$ cat src/rtl/gcd_feeder.sv
// gcd_feeder: queues operand pairs in a small FIFO, feeds them serially to a
// GCD controller (A with start, then B), and holds each result until taken.
// Pairs with a zero operand bypass the controller (result is A|B).
// Optional WAIT watchdog: define GCD_FEEDER_TIMEOUT_EN.
module gcd_feeder #(
  parameter int unsigned DEPTH          = 4,
  parameter int unsigned TIMEOUT_CYCLES = 1023
) (
  input  logic        clk,
  input  logic        rst,
  input  logic        in_valid,
  output logic        in_ready,
  input  logic [15:0] in_a,
  input  logic [15:0] in_b,
  output logic [15:0] data_in,
  output logic        start,
  input  logic        done,
  input  logic [15:0] result_in,
  output logic        out_valid,
  input  logic        out_ready,
  output logic [15:0] out_gcd,
  output logic        out_err
);
  localparam int unsigned AW = $clog2(DEPTH);
  localparam int unsigned CW = AW + 1;

  // Reject configurations the pointer arithmetic cannot handle.
  if (DEPTH < 2 || (DEPTH & (DEPTH - 1)) != 0 || TIMEOUT_CYCLES == 0) begin : g_bad_param
    $error("gcd_feeder: DEPTH must be a power of two >= 2, TIMEOUT_CYCLES nonzero");
  end

  typedef enum logic [2:0] {StIdle, StLoadA, StLoadB, StWait, StResp} state_e;

  state_e        state_q, state_d;
  logic [15:0]   mem_a [DEPTH];
  logic [15:0]   mem_b [DEPTH];
  logic [AW-1:0] wr_ptr_q, rd_ptr_q;
  logic [CW-1:0] count_q;
  logic          push, pop;
  logic [15:0]   head_a, head_b;
  logic [15:0]   op_a_q, op_a_d, op_b_q, op_b_d;
  logic [15:0]   gcd_q, gcd_d;

`ifdef GCD_FEEDER_TIMEOUT_EN
  localparam int unsigned TW = $clog2(TIMEOUT_CYCLES + 1);
  logic [TW-1:0] wd_q, wd_d;
  logic          err_q, err_d;
  assign out_err = err_q;
`else
  assign out_err = 1'b0;
`endif

  assign in_ready  = (count_q != CW'(DEPTH));
  assign push      = in_valid && in_ready;
  assign head_a    = mem_a[rd_ptr_q];
  assign head_b    = mem_b[rd_ptr_q];
  assign out_valid = (state_q == StResp);
  assign out_gcd   = gcd_q;

  // FIFO storage; no reset needed, occupancy is tracked by count_q.
  always_ff @(posedge clk) begin
    if (push) begin
      mem_a[wr_ptr_q] <= in_a;
      mem_b[wr_ptr_q] <= in_b;
    end
  end

  // FIFO pointers and occupancy; pointers wrap naturally at power-of-two DEPTH.
  always_ff @(posedge clk or posedge rst) begin
    if (rst) begin
      wr_ptr_q <= '0;
      rd_ptr_q <= '0;
      count_q  <= '0;
    end else begin
      if (push) wr_ptr_q <= wr_ptr_q + 1'b1;
      if (pop)  rd_ptr_q <= rd_ptr_q + 1'b1;
      case ({push, pop})
        2'b10:   count_q <= count_q + 1'b1;
        2'b01:   count_q <= count_q - 1'b1;
        default: count_q <= count_q;
      endcase
    end
  end

  // Sequencer next state, operand/result capture and datapath drive.
  always_comb begin
    state_d = state_q;
    op_a_d  = op_a_q;
    op_b_d  = op_b_q;
    gcd_d   = gcd_q;
    pop     = 1'b0;
    start   = 1'b0;
    data_in = '0;
`ifdef GCD_FEEDER_TIMEOUT_EN
    wd_d    = wd_q;
    err_d   = err_q;
`endif
    unique case (state_q)
      StIdle: begin
        if (count_q != '0 && !out_valid) begin
          pop = 1'b1;
          if (head_a == '0 || head_b == '0) begin
            gcd_d   = head_a | head_b;
`ifdef GCD_FEEDER_TIMEOUT_EN
            err_d   = 1'b0;
`endif
            state_d = StResp;
          end else begin
            op_a_d  = head_a;
            op_b_d  = head_b;
            state_d = StLoadA;
          end
        end
      end
      StLoadA: begin
        start   = 1'b1;
        data_in = op_a_q;
        state_d = StLoadB;
      end
      StLoadB: begin
        data_in = op_b_q;
        state_d = StWait;
`ifdef GCD_FEEDER_TIMEOUT_EN
        wd_d    = '0;
`endif
      end
      StWait: begin
        data_in = op_b_q;
        if (done) begin
          gcd_d   = result_in;
`ifdef GCD_FEEDER_TIMEOUT_EN
          err_d   = 1'b0;
`endif
          state_d = StResp;
        end
`ifdef GCD_FEEDER_TIMEOUT_EN
        // wd_q counts completed WAIT cycles; this cycle brings it to the limit.
        else if (wd_q == TW'(TIMEOUT_CYCLES - 1)) begin
          gcd_d   = '0;
          err_d   = 1'b1;
          state_d = StResp;
        end else begin
          wd_d = wd_q + 1'b1;
        end
`endif
      end
      StResp: begin
        if (out_ready) state_d = StIdle;
      end
      default: state_d = StIdle;
    endcase
  end

  // Sequencer state and captured operands/result.
  always_ff @(posedge clk or posedge rst) begin
    if (rst) begin
      state_q <= StIdle;
      op_a_q  <= '0;
      op_b_q  <= '0;
      gcd_q   <= '0;
`ifdef GCD_FEEDER_TIMEOUT_EN
      wd_q    <= '0;
      err_q   <= 1'b0;
`endif
    end else begin
      state_q <= state_d;
      op_a_q  <= op_a_d;
      op_b_q  <= op_b_d;
      gcd_q   <= gcd_d;
`ifdef GCD_FEEDER_TIMEOUT_EN
      wd_q    <= wd_d;
      err_q   <= err_d;
`endif
    end
  end

endmodule

$ cat config.mk
export PLATFORM = sky130hd
export DESIGN_NAME = gcd_feeder
export DESIGN_NICKNAME = d
export VERILOG_FILES = /design/src/rtl/gcd_feeder.sv
export SDC_FILE = /design/constraint.sdc
export NUM_CORES = 1
export LEC_CHECK = 0
export CORE_ASPECT_RATIO = 0.6
export CORE_MARGIN = 2
export CORE_UTILIZATION = 38
export CTS_CLUSTER_DIAMETER = 40
export DETAILED_ROUTE_END_ITERATION = 10
export PLACE_DENSITY = 0.68
export SETUP_SLACK_MARGIN = 0.15
export SLEW_MARGIN = 15
export SYNTH_ARGS = -nofsm -noshare
export SYNTH_HDL_FRONTEND = slang
export SYNTH_SLANG_ARGS = --single-unit
$ cat constraint.sdc
create_clock -name clk -period 8.23 [get_ports clk]
set_input_delay 1.646 -clock clk [delete_from_list [all_inputs] [get_ports clk]]
set_output_delay 1.646 -clock clk [all_outputs]
set_load 0.005 [all_outputs]
==> results.md <==
- Worst slew margin: 0.342
- GRT Overall Usage: 0.179
- Clock sinks: 186
- GR Util met1: 0.258
- Cts bufs inserted: 17
- Syn Area/Cell: 18.0 um2
- Final period util: 0.591
- Largest net degree at the start of global routing: 59
- Finished Layout Cells: 795
- Crit-path max FO: 19
- Gate power share: 0.370
- Count of buffers from port buffering: 87
- Minimum clock period: 4860 ps
- Placeable core area: 19900 um2
- P_leak: 3.29 nW
- Most common flop cell mapped by yosys: edfxtp_1
- Vias in the first global route: 4525
- RD Place Congestion: 0.825
- Post CTS Setup Buffer Count: 0
- Sequential share of power: 0.408
- Clk root buf: clkbuf_16
- Post-route antenna net violation count: 0
- Clock power share: 0.222
- TritonCTS clock tree: yes
- FF-to-FF Start: rd_ptr_q[0]
- Die X: 187 um
- Synth Instances: 425
- Max Freq: 206 MHz
- Ranking of synthesized cells by area: edfxtp_1, dfrtp_1, mux4_2, mux2_2, a22o_1
- CTS hold repair buffers: 0
- Vias: 4392
- Area leader, netlist: edfxtp_1
- Drc violations: 0
- Worst-case clock buffer depth: 2
- CP Data Arrival Time: 3220 ps
- Die Y: 114 um
- CP Launch Type: flip-flop
- Setup TNS Final: 0 ps
- Final hold viol count: 0
- Syn nets: 484
- Seq/Total Area, Yosys: 0.693
- Sw Share: 0.341
- CP Launch Point: state_q[2]
- Synthesized cell area: 7650 um2
- First-pass GRT wire length: 28000 um
- Avg WL per Cell: 22.8 um
- RSZ-0062 raised after global routing: false
- N_diodes: 0
- Min-delay worst type: reg2reg
- Initial antenna violation count: 0
- Max Slew Vio Count: 0
- Total grt overflow: 0
- Number of max-cap violations: 0
- Rows: 40
- End of the critical path: data_in[1]
- Vias/cell: 5.52
- Worst skew pair latency: 430 ps
- Placed instance count: 763
- Asr flop ratio synth: 0.312
- Outcome: finished clean
- IR drop worst, VDD: 0.000187 V
- Worst-path clk slew: 70 ps
- Setup CP Type: reg2out
- WP data required: 6580 ps
- CTS resizes: 0
- Number of enable flip-flop cells after synthesis: 128
- Met2 GRT Util: 0.271
- H-tree levels: 4
- Worst Skew: 17.2 ps
- Ports: 89
- Die ar.: 21300 um2
- Layout cells sized above 1: 0.224
- Met3 usage: 0.0443
- Power Density: 378 nW/um2
- Initial Util: 0.385
- Yosys cell types: 37
- Top-count cell post-synth: edfxtp_1
- Setup-failing EPs final: 0
- Sw Pwr: 1.20 mW
- Synth Warn #: 0
- Flop-to-flop setup slack: 3920 ps
- Final layout net count: 568
- Synth top cells by count: edfxtp_1, dfrtp_1, mux2_2, mux4_2, clkbuf_1
- Critical path capture point type: output port
- Total Routed Length: 18200 um
- First-pass DRT Iterations: 5
- Share of the synthesized area in the top cell type: 0.503
- GR peak layer: met2
- P_int: 2.33 mW
- RR Endpoint: op_a_q[4]
- Worst reg2reg path depth: 7
- Fill cells: 1680
- Worst-margin pin slew: 985 ps
- Area grow syn2layout: 22.1%
- Yosys reg bits: 186
- DRT iter0 DRCs: 486
- HPWL Detailed: 12000 um
-- final cells by class --
cell class | instances | area (um2) | share of cell area
Tap cell | 273 | 342 | 0.0366
Sequential cell | 186 | 5300 | 0.568
Timing Repair Buffer | 94 | 923 | 0.0989
Clock buffer | 22 | 485 | 0.0520
Multi-Input combinational cell | 199 | 2160 | 0.231
Inverter | 11 | 41.3 | 0.00442
Clock inverter | 10 | 86.3 | 0.00925
-- logic make-up (layout without fill, tap and decap cells) --
logic type	count (synthesis)	in the layout	synth area share
xor+xnor	6	6	0.00687
buf+inv	40	137	0.0259
fa+ha+maj	6	6	0.0108
simple gates	50	50	0.0399
mux	65	65	0.143
compound gates	71	71	0.0808
other cells	1	1	0.000490
flops	186	186	0.693
-- layout by cell type, fill, tap and decap left out, types with 3 or more instances in the layout --
cell	count
nand2_1	3
a21oi_1	4
and2_1	4
a211oi_1	16
o311ai_1	8
dfrtp_1	56
ha_1	5
edfxtp_1	128
clkdlybuf4s50_1	87
o311ai_2	8
a22oi_1	16
a22o_1	16
nand4_1	16
nand3_1	3
inv_1	10
and3_1	5
mux4_2	32
clkbuf_16	18
xnor2_1	4
buf_4	7
nor4_1	8
clkinv_4	3
mux2_2	32
-- power by group through the flow --
stage,registers [mW],logic (mW),clock network [mW]
6_report,1.44,1.30,0.783
5_1_grt,1.47,1.41,0.831
4_1_cts,1.44,1.32,0.794
3_5_place_dp,1.46,1.31,0
3_3_place_gp,1.45,1.27,0
2_1_floorplan,1.36,0.897,0
-- sequential cells by signal, summed over array words and instances, names as in the netlist --
| name | cells |
|---|---|
| mem_a | 64 |
| mem_b | 64 |
| op_a_q | 16 |
| op_b_q | 16 |
| out_gcd | 16 |
| count_q | 3 |
| state_q | 3 |
| rd_ptr_q | 2 |
| wr_ptr_q | 2 |
-- per-layer routing --
layer	vias up	routed length [um]
met5	-	0
met4	0	157
met3	14	1220
met2	173	8280
met1	2300	8500
li1	1905	-
-- worst max-delay path: stages (launching register included) --
cell	delay (ps)
dfrtp_1	470
nor2b_2	620
and2_1	850
a22o_1	320
clkdlybuf4s50_1	520
-- per-stage QoR --
stage               power (mW)  hold slack, ps  utilization  setup slack [ps]  cell area [um2]
floorplan                 2.26             460            -              4920             7650
global placement          2.72             474        0.441              3610             8760
detailed placement        2.77             497        0.441              3550             8760
CTS                       3.55             510        0.470              3040             9330
global route              3.71             526        0.470              3190             9330
finish                    3.53             503        0.470              3370             9330
-- worst min-delay path by stage --
stage               startpoint          to  slack [ps]  cells after the start
detailed placement  count_q[0]  count_q[0]         500                      1
floorplan           count_q[0]  count_q[0]         460                      1
CTS                 count_q[0]  count_q[0]         510                      1
global route         op_b_q[8]   op_b_q[8]         530                      1
finish              count_q[0]  count_q[0]         500                      1
global placement    count_q[0]  count_q[0]         470                      1
Power figures use the tool's default switching activity.
==> patch 1, RTL diff (same flow settings) <==
`DEPTH`: 4 -> 2.
--- a/src/rtl/gcd_feeder.sv
+++ b/src/rtl/gcd_feeder.sv
@@ -4,5 +4,5 @@
 // Optional WAIT watchdog: define GCD_FEEDER_TIMEOUT_EN.
 module gcd_feeder #(
-  parameter int unsigned DEPTH          = 4,
+  parameter int unsigned DEPTH          = 2,
   parameter int unsigned TIMEOUT_CYCLES = 1023
 ) (
Formal check against the unedited RTL: not equivalent (a bounded check fails within 4 cycles, from zero or initial values and one cycle with rst high).
==> patch 1 against the original RTL <==
  * Total power down 19%
  * Worst setup slack improved by 0.72 ns
  * Area after synthesis down 29%
  * Count of clock-buffer cells in the layout fell by 5
  * Sequential cell count fell by 67
  * Largest power group is now combinational cells
  * Wire length fell by 19%
  * Cell area shrank 25%
==> patch 1: results (changes against the original RTL) <==
| Metric | Value |
|---|---|
| Result of the run | `complete, no violations (unchanged)` |
| GPL Wtd Cong | `0.836 (was 0.825)` |
| Power in combinational cells | `0.00105 W (was 0.00130 W)` |
| Hold slack | `0.520 ns (was 0.503 ns)` |
| Unique masters post-synth | `46 (was 37)` |
| Slowest cell on the critical path | `nor3b_4 (was and2_1)` |
| Worst skew pair latency | `0.41 ns (was 0.43 ns)` |
| DR iter-0 viols | `332 (was 486)` |
| Pin count of the biggest net entering global routing | `58 (was 59)` |
| Peak supply drop | `128 µV (was 187 µV)` |
| Min Clock Period, post-route | `4.14 ns (was 4.86 ns)` |
| Worst clock skew | `0.00958 ns (was 0.0172 ns)` |
| Syn nets | `479 (was 484)` |
| FF+latch count | `119 (was 186)` |
| Finished Layout Cells | `709 (was 795)` |
| Worst r2r src | `rd_ptr_q (was rd_ptr_q[0])` |
| Post-synth EDFFs | `64 (was 128)` |
| Total global-route track usage | `0.199 (was 0.179)` |
| Via density | `5.66 (was 5.52)` |
| Int Pwr | `0.00188 W (was 0.00233 W)` |
| Total Routed Length | `14700 µm (was 18200 µm)` |
| P_clk | `0.000774 W (was 0.000783 W)` |
| Pre-CTS setup slack | `4.23 ns (was 3.55 ns)` |
| Dpl cells | `677 (was 763)` |
| Multi-input gate count | `268 (was 199)` |
| R2R Path End | `op_a_q[1] (was op_a_q[4])` |
| Largest regs | `mem_a: 32 flops, mem_b: 32 flops (was mem_a: 64 flops, mem_b: 64 flops)` |
| Wire length of the first global-routing pass | `22200 µm (was 28000 µm)` |
| Worst Setup SP | `state_q[0] (was state_q[2])` |
| CP max stage delay | `0.78 ns (was 0.85 ns)` |
| Cell leakage power | `2.55 nW (was 3.29 nW)` |
| Final nets | `558 (was 568)` |
| Final clock-cell share | `0.0879 (was 0.0613)` |
| Cell Area, Placed | `6380 µm² (was 8760 µm²)` |
| Invs w/o clock | `4 (was 11)` |
patch 1: cell types whose count changed in the layout (fill, tap and decap cells not counted), moves of 12 or more:
cell,delta
nand4_1,-12
nor2b_1,+13
a22oi_1,-15
nand2_1,+13
a31oi_1,+33
mux2i_1,+32
a21oi_1,+34
nand2b_1,+12
edfxtp_1,-64
a211oi_1,-16
a221o_1,+16
mux4_2,-32
mux2_2,-31
o32ai_1,+12
patch 1: kinds of logic after synthesis:
group / count (synthesis) / share of synthesized area
AO/OA/AOI/OAI: 136 / 0.178
flip-flops: 119 / 0.609
AND/OR/NAND/NOR: 91 / 0.0999
buffers and inverters: 38 / 0.0391
multiplexers: 34 / 0.0631
XOR/XNOR: 5 / 0.00809
adder cells (fa/ha/maj): 1 / 0.00231
other: 1 / 0.000693
patch 1: per-layer routing:
metal	GRT usage	up-vias	routed length (µm)
li1	-	1820	-
met1	0.294	1984	7150
met2	0.280	191	6120
met3	0.0607	18	1260
met4	0.0623	0	149
met5	0	-	0
==> patch 2, RTL diff (same settings) <==
Without the edit above. Make the reset (`rst`) synchronous in 2 clocked blocks.
--- a/src/rtl/gcd_feeder.sv
+++ b/src/rtl/gcd_feeder.sv
@@ -67,5 +67,5 @@
 
   // FIFO pointers and occupancy; pointers wrap naturally at power-of-two DEPTH.
-  always_ff @(posedge clk or posedge rst) begin
+  always_ff @(posedge clk) begin
     if (rst) begin
       wr_ptr_q <= '0;
@@ -153,5 +153,5 @@
 
   // Sequencer state and captured operands/result.
-  always_ff @(posedge clk or posedge rst) begin
+  always_ff @(posedge clk) begin
     if (rst) begin
       state_q <= StIdle;
Behaviour: differs if rst is asserted again (counterexample within 4 cycles, from zero or initial values and one cycle with rst high); with rst held inactive, the same outputs for 4 cycles.
==> patch 2 against the original RTL <==
  * Clock power up 4.9%
  * Sequential cell count rose by 2
  * Area after synthesis shrank 1.7%
  * Cell area down 2.3%
  * Worst setup slack gained 0.64 ns
  * Wire length is 4.2% lower
  * Via count hardly changed
  * Total power shrank 17%
  * Largest power group unchanged
==> patch 2: results (changes against the original RTL) <==
| Metric | Value |
|---|---|
| Result of the run | `complete, no violations (unchanged)` |
| Synth cell count leaders | `edfxtp_1 (128), dfxtp_1 (60), nor2_1 (56) (was edfxtp_1 (128), dfrtp_1 (58), mux2_2 (32), mux4_2 (32), clkbuf_1 (17))` |
| Syn nets | `526 (was 484)` |
| Slew @ Worst Pin | `1.15 ns (was 0.985 ns)` |
| GPL Wtd Cong | `0.799 (was 0.825)` |
| Pin count of the biggest net entering global routing | `45 (was 59)` |
| Total Routed Length | `17400 µm (was 18200 µm)` |
| DR iter-0 viols | `439 (was 486)` |
| Seq/Total Area, Yosys | `0.671 (was 0.693)` |
| Port bufs | `87 (unchanged)` |
| Worst Hold End | `out_gcd[4] (was count_q[0])` |
| Final HPWL DP | `11500 µm (was 12000 µm)` |
| Slowest cell on the critical path | `nor3b_2 (was and2_1)` |
| Hold_sp | `out_gcd[4] (was count_q[0])` |
| CP max stage delay | `0.56 ns (was 0.85 ns)` |
| TritonCTS Buffers | `17 (unchanged)` |
| Crit path DAT | `2.58 ns (was 3.22 ns)` |
| Wire length of the first global-routing pass | `26300 µm (was 28000 µm)` |
| Fraction of layout cells with a size suffix above 1 | `0.104 (was 0.224)` |
| Post-CTS Resized | `0 (unchanged)` |
| Total global-route track usage | `0.171 (was 0.179)` |
| Final nets | `612 (was 568)` |
| R2R Path End | `op_a_q[5] (was op_a_q[4])` |
| R2R Setup Slk | `4.42 ns (was 3.92 ns)` |
| Worst-path clk slew | `0.07 ns (about the same)` |
| Worst clock skew | `0.00882 ns (was 0.0172 ns)` |
| CP top delay family | `buffers and inverters (was simple AND/OR/NAND/NOR gates)` |
| DR WL/cell | `20.9 µm (was 22.8 µm)` |
| DRT Pass-1 Iters | `7 (was 5)` |
| Critical path peak fanout | `11 (was 19)` |
| Synth area leaders | `edfxtp_1 (51%), dfxtp_1 (16%), mux4_1 (7.7%) (was edfxtp_1 (50%), dfrtp_1 (19%), mux4_2 (9.4%))` |
| Unique masters post-synth | `40 (was 37)` |
| Synth async-reset ratio | `0 (was 0.312)` |
| Hold slack | `0.471 ns (was 0.503 ns)` |
| Vias | `4390 (was 4392)` |
| Peak supply drop | `146 µV (was 187 µV)` |
| Synth Area per Inst | `16.1 µm² (was 18.0 µm²)` |
| Reg2Reg Depth | `6 (was 7)` |
| Vias in the first global route | `4457 (was 4525)` |
| # fillers | `1678 (was 1680)` |
| Initial antenna violation count | `1 (was 0)` |
| Cell leakage power | `3.22 nW (was 3.29 nW)` |
| Cell Area, Placed | `8520 µm² (was 8760 µm²)` |
| Dpl cells | `800 (was 763)` |
## patch 2: cell count changes in the layout (fill, tap and decap cells not counted), sizes merged, moves of 5 or more
| cell | change |
|---|---|
| nand2 | +21 |
| a211oi | -15 |
| o2bb2ai | +16 |
| o21ai | +18 |
| dfxtp | +60 |
| nor2 | +53 |
| o311ai | -16 |
| nand4 | -16 |
| dfrtp | -58 |
| mux2 | -32 |
| clkbuf | -5 |
| a22oi | -16 |
| mux2i | +31 |
## patch 2: worst max-delay path by stage
stage / end / start / slack [ns]
2_1_floorplan: data_in[0] / state_q[0] / 5.05
3_3_place_gp: op_b_q[5] / register / 4.55
3_5_place_dp: op_a_q[5] / register / 4.44
4_1_cts: data_in[5] / state_q[0] / 4.03
5_1_grt: data_in[14] / state_q[0] / 3.87
6_report: data_in[0] / state_q[0] / 4.01
## patch 2: cell type report
| cell class | count | area [µm²] | share of cell area |
|---|---|---|---|
| inverters | 8 | 30.0 | 0.00329 |
| clock inverters | 15 | 166 | 0.0182 |
| repair buffers | 94 | 923 | 0.101 |
| well taps | 266 | 333 | 0.0365 |
| multi-input cells | 244 | 2190 | 0.240 |
| diodes | 1 | 2.50 | 0.000274 |
| clock buffers | 17 | 425 | 0.0467 |
| flip-flops and latches | 188 | 5050 | 0.554 |
## patch 2: metal layers
layer / part of all wire / vias to the layer above / wire length (µm) / track usage
li1: - / 1978 / - / -
met1: 0.49 / 2250 / 8540 / 0.252
met2: 0.43 / 150 / 7530 / 0.253
met3: 0.071 / 12 / 1230 / 0.0412
met4: 0.0060 / 0 / 104 / 0.0462
met5: 0 / - / 0 / 0
## patch 2: cells by family (layout without fill, tap and decap cells)
logic type,count (synthesis),in the layout,synth area share
XOR/XNOR,5,5,0.00583
multiplexers,64,64,0.150
AND/OR/NAND/NOR,108,108,0.0636
flip-flops,188,188,0.671
buffers and inverters,35,134,0.0381
other,1,2,0.000499
adder cells (fa/ha/maj),6,6,0.0110
AO/OA/AOI/OAI,60,60,0.0601
## patch 2: where the power goes
part           total, W  switching [W]  internal [W]
sequential      0.00128       0.000110       0.00117
combinational  0.000829       0.000452      0.000377
clock          0.000821       0.000388      0.000434
## patch 2: stage by stage
| stage | setup WS, ns | util |
|---|---|---|
| 3_3_place_gp | 4.55 | 0.443 |
| 4_1_cts | 4.03 | 0.474 |
| 3_5_place_dp | 4.44 | 0.443 |
| 5_1_grt | 3.87 | 0.474 |
| 6_report | 4.01 | 0.474 |
| 2_1_floorplan | 5.05 | - |
## patch 2: worst register-to-register path, delay by kind of cell (launching register included)
kind | cells | cell delay (ns)
simple gates | 4 | 1.51
flops | 1 | 1.02
mux | 2 | 1.14
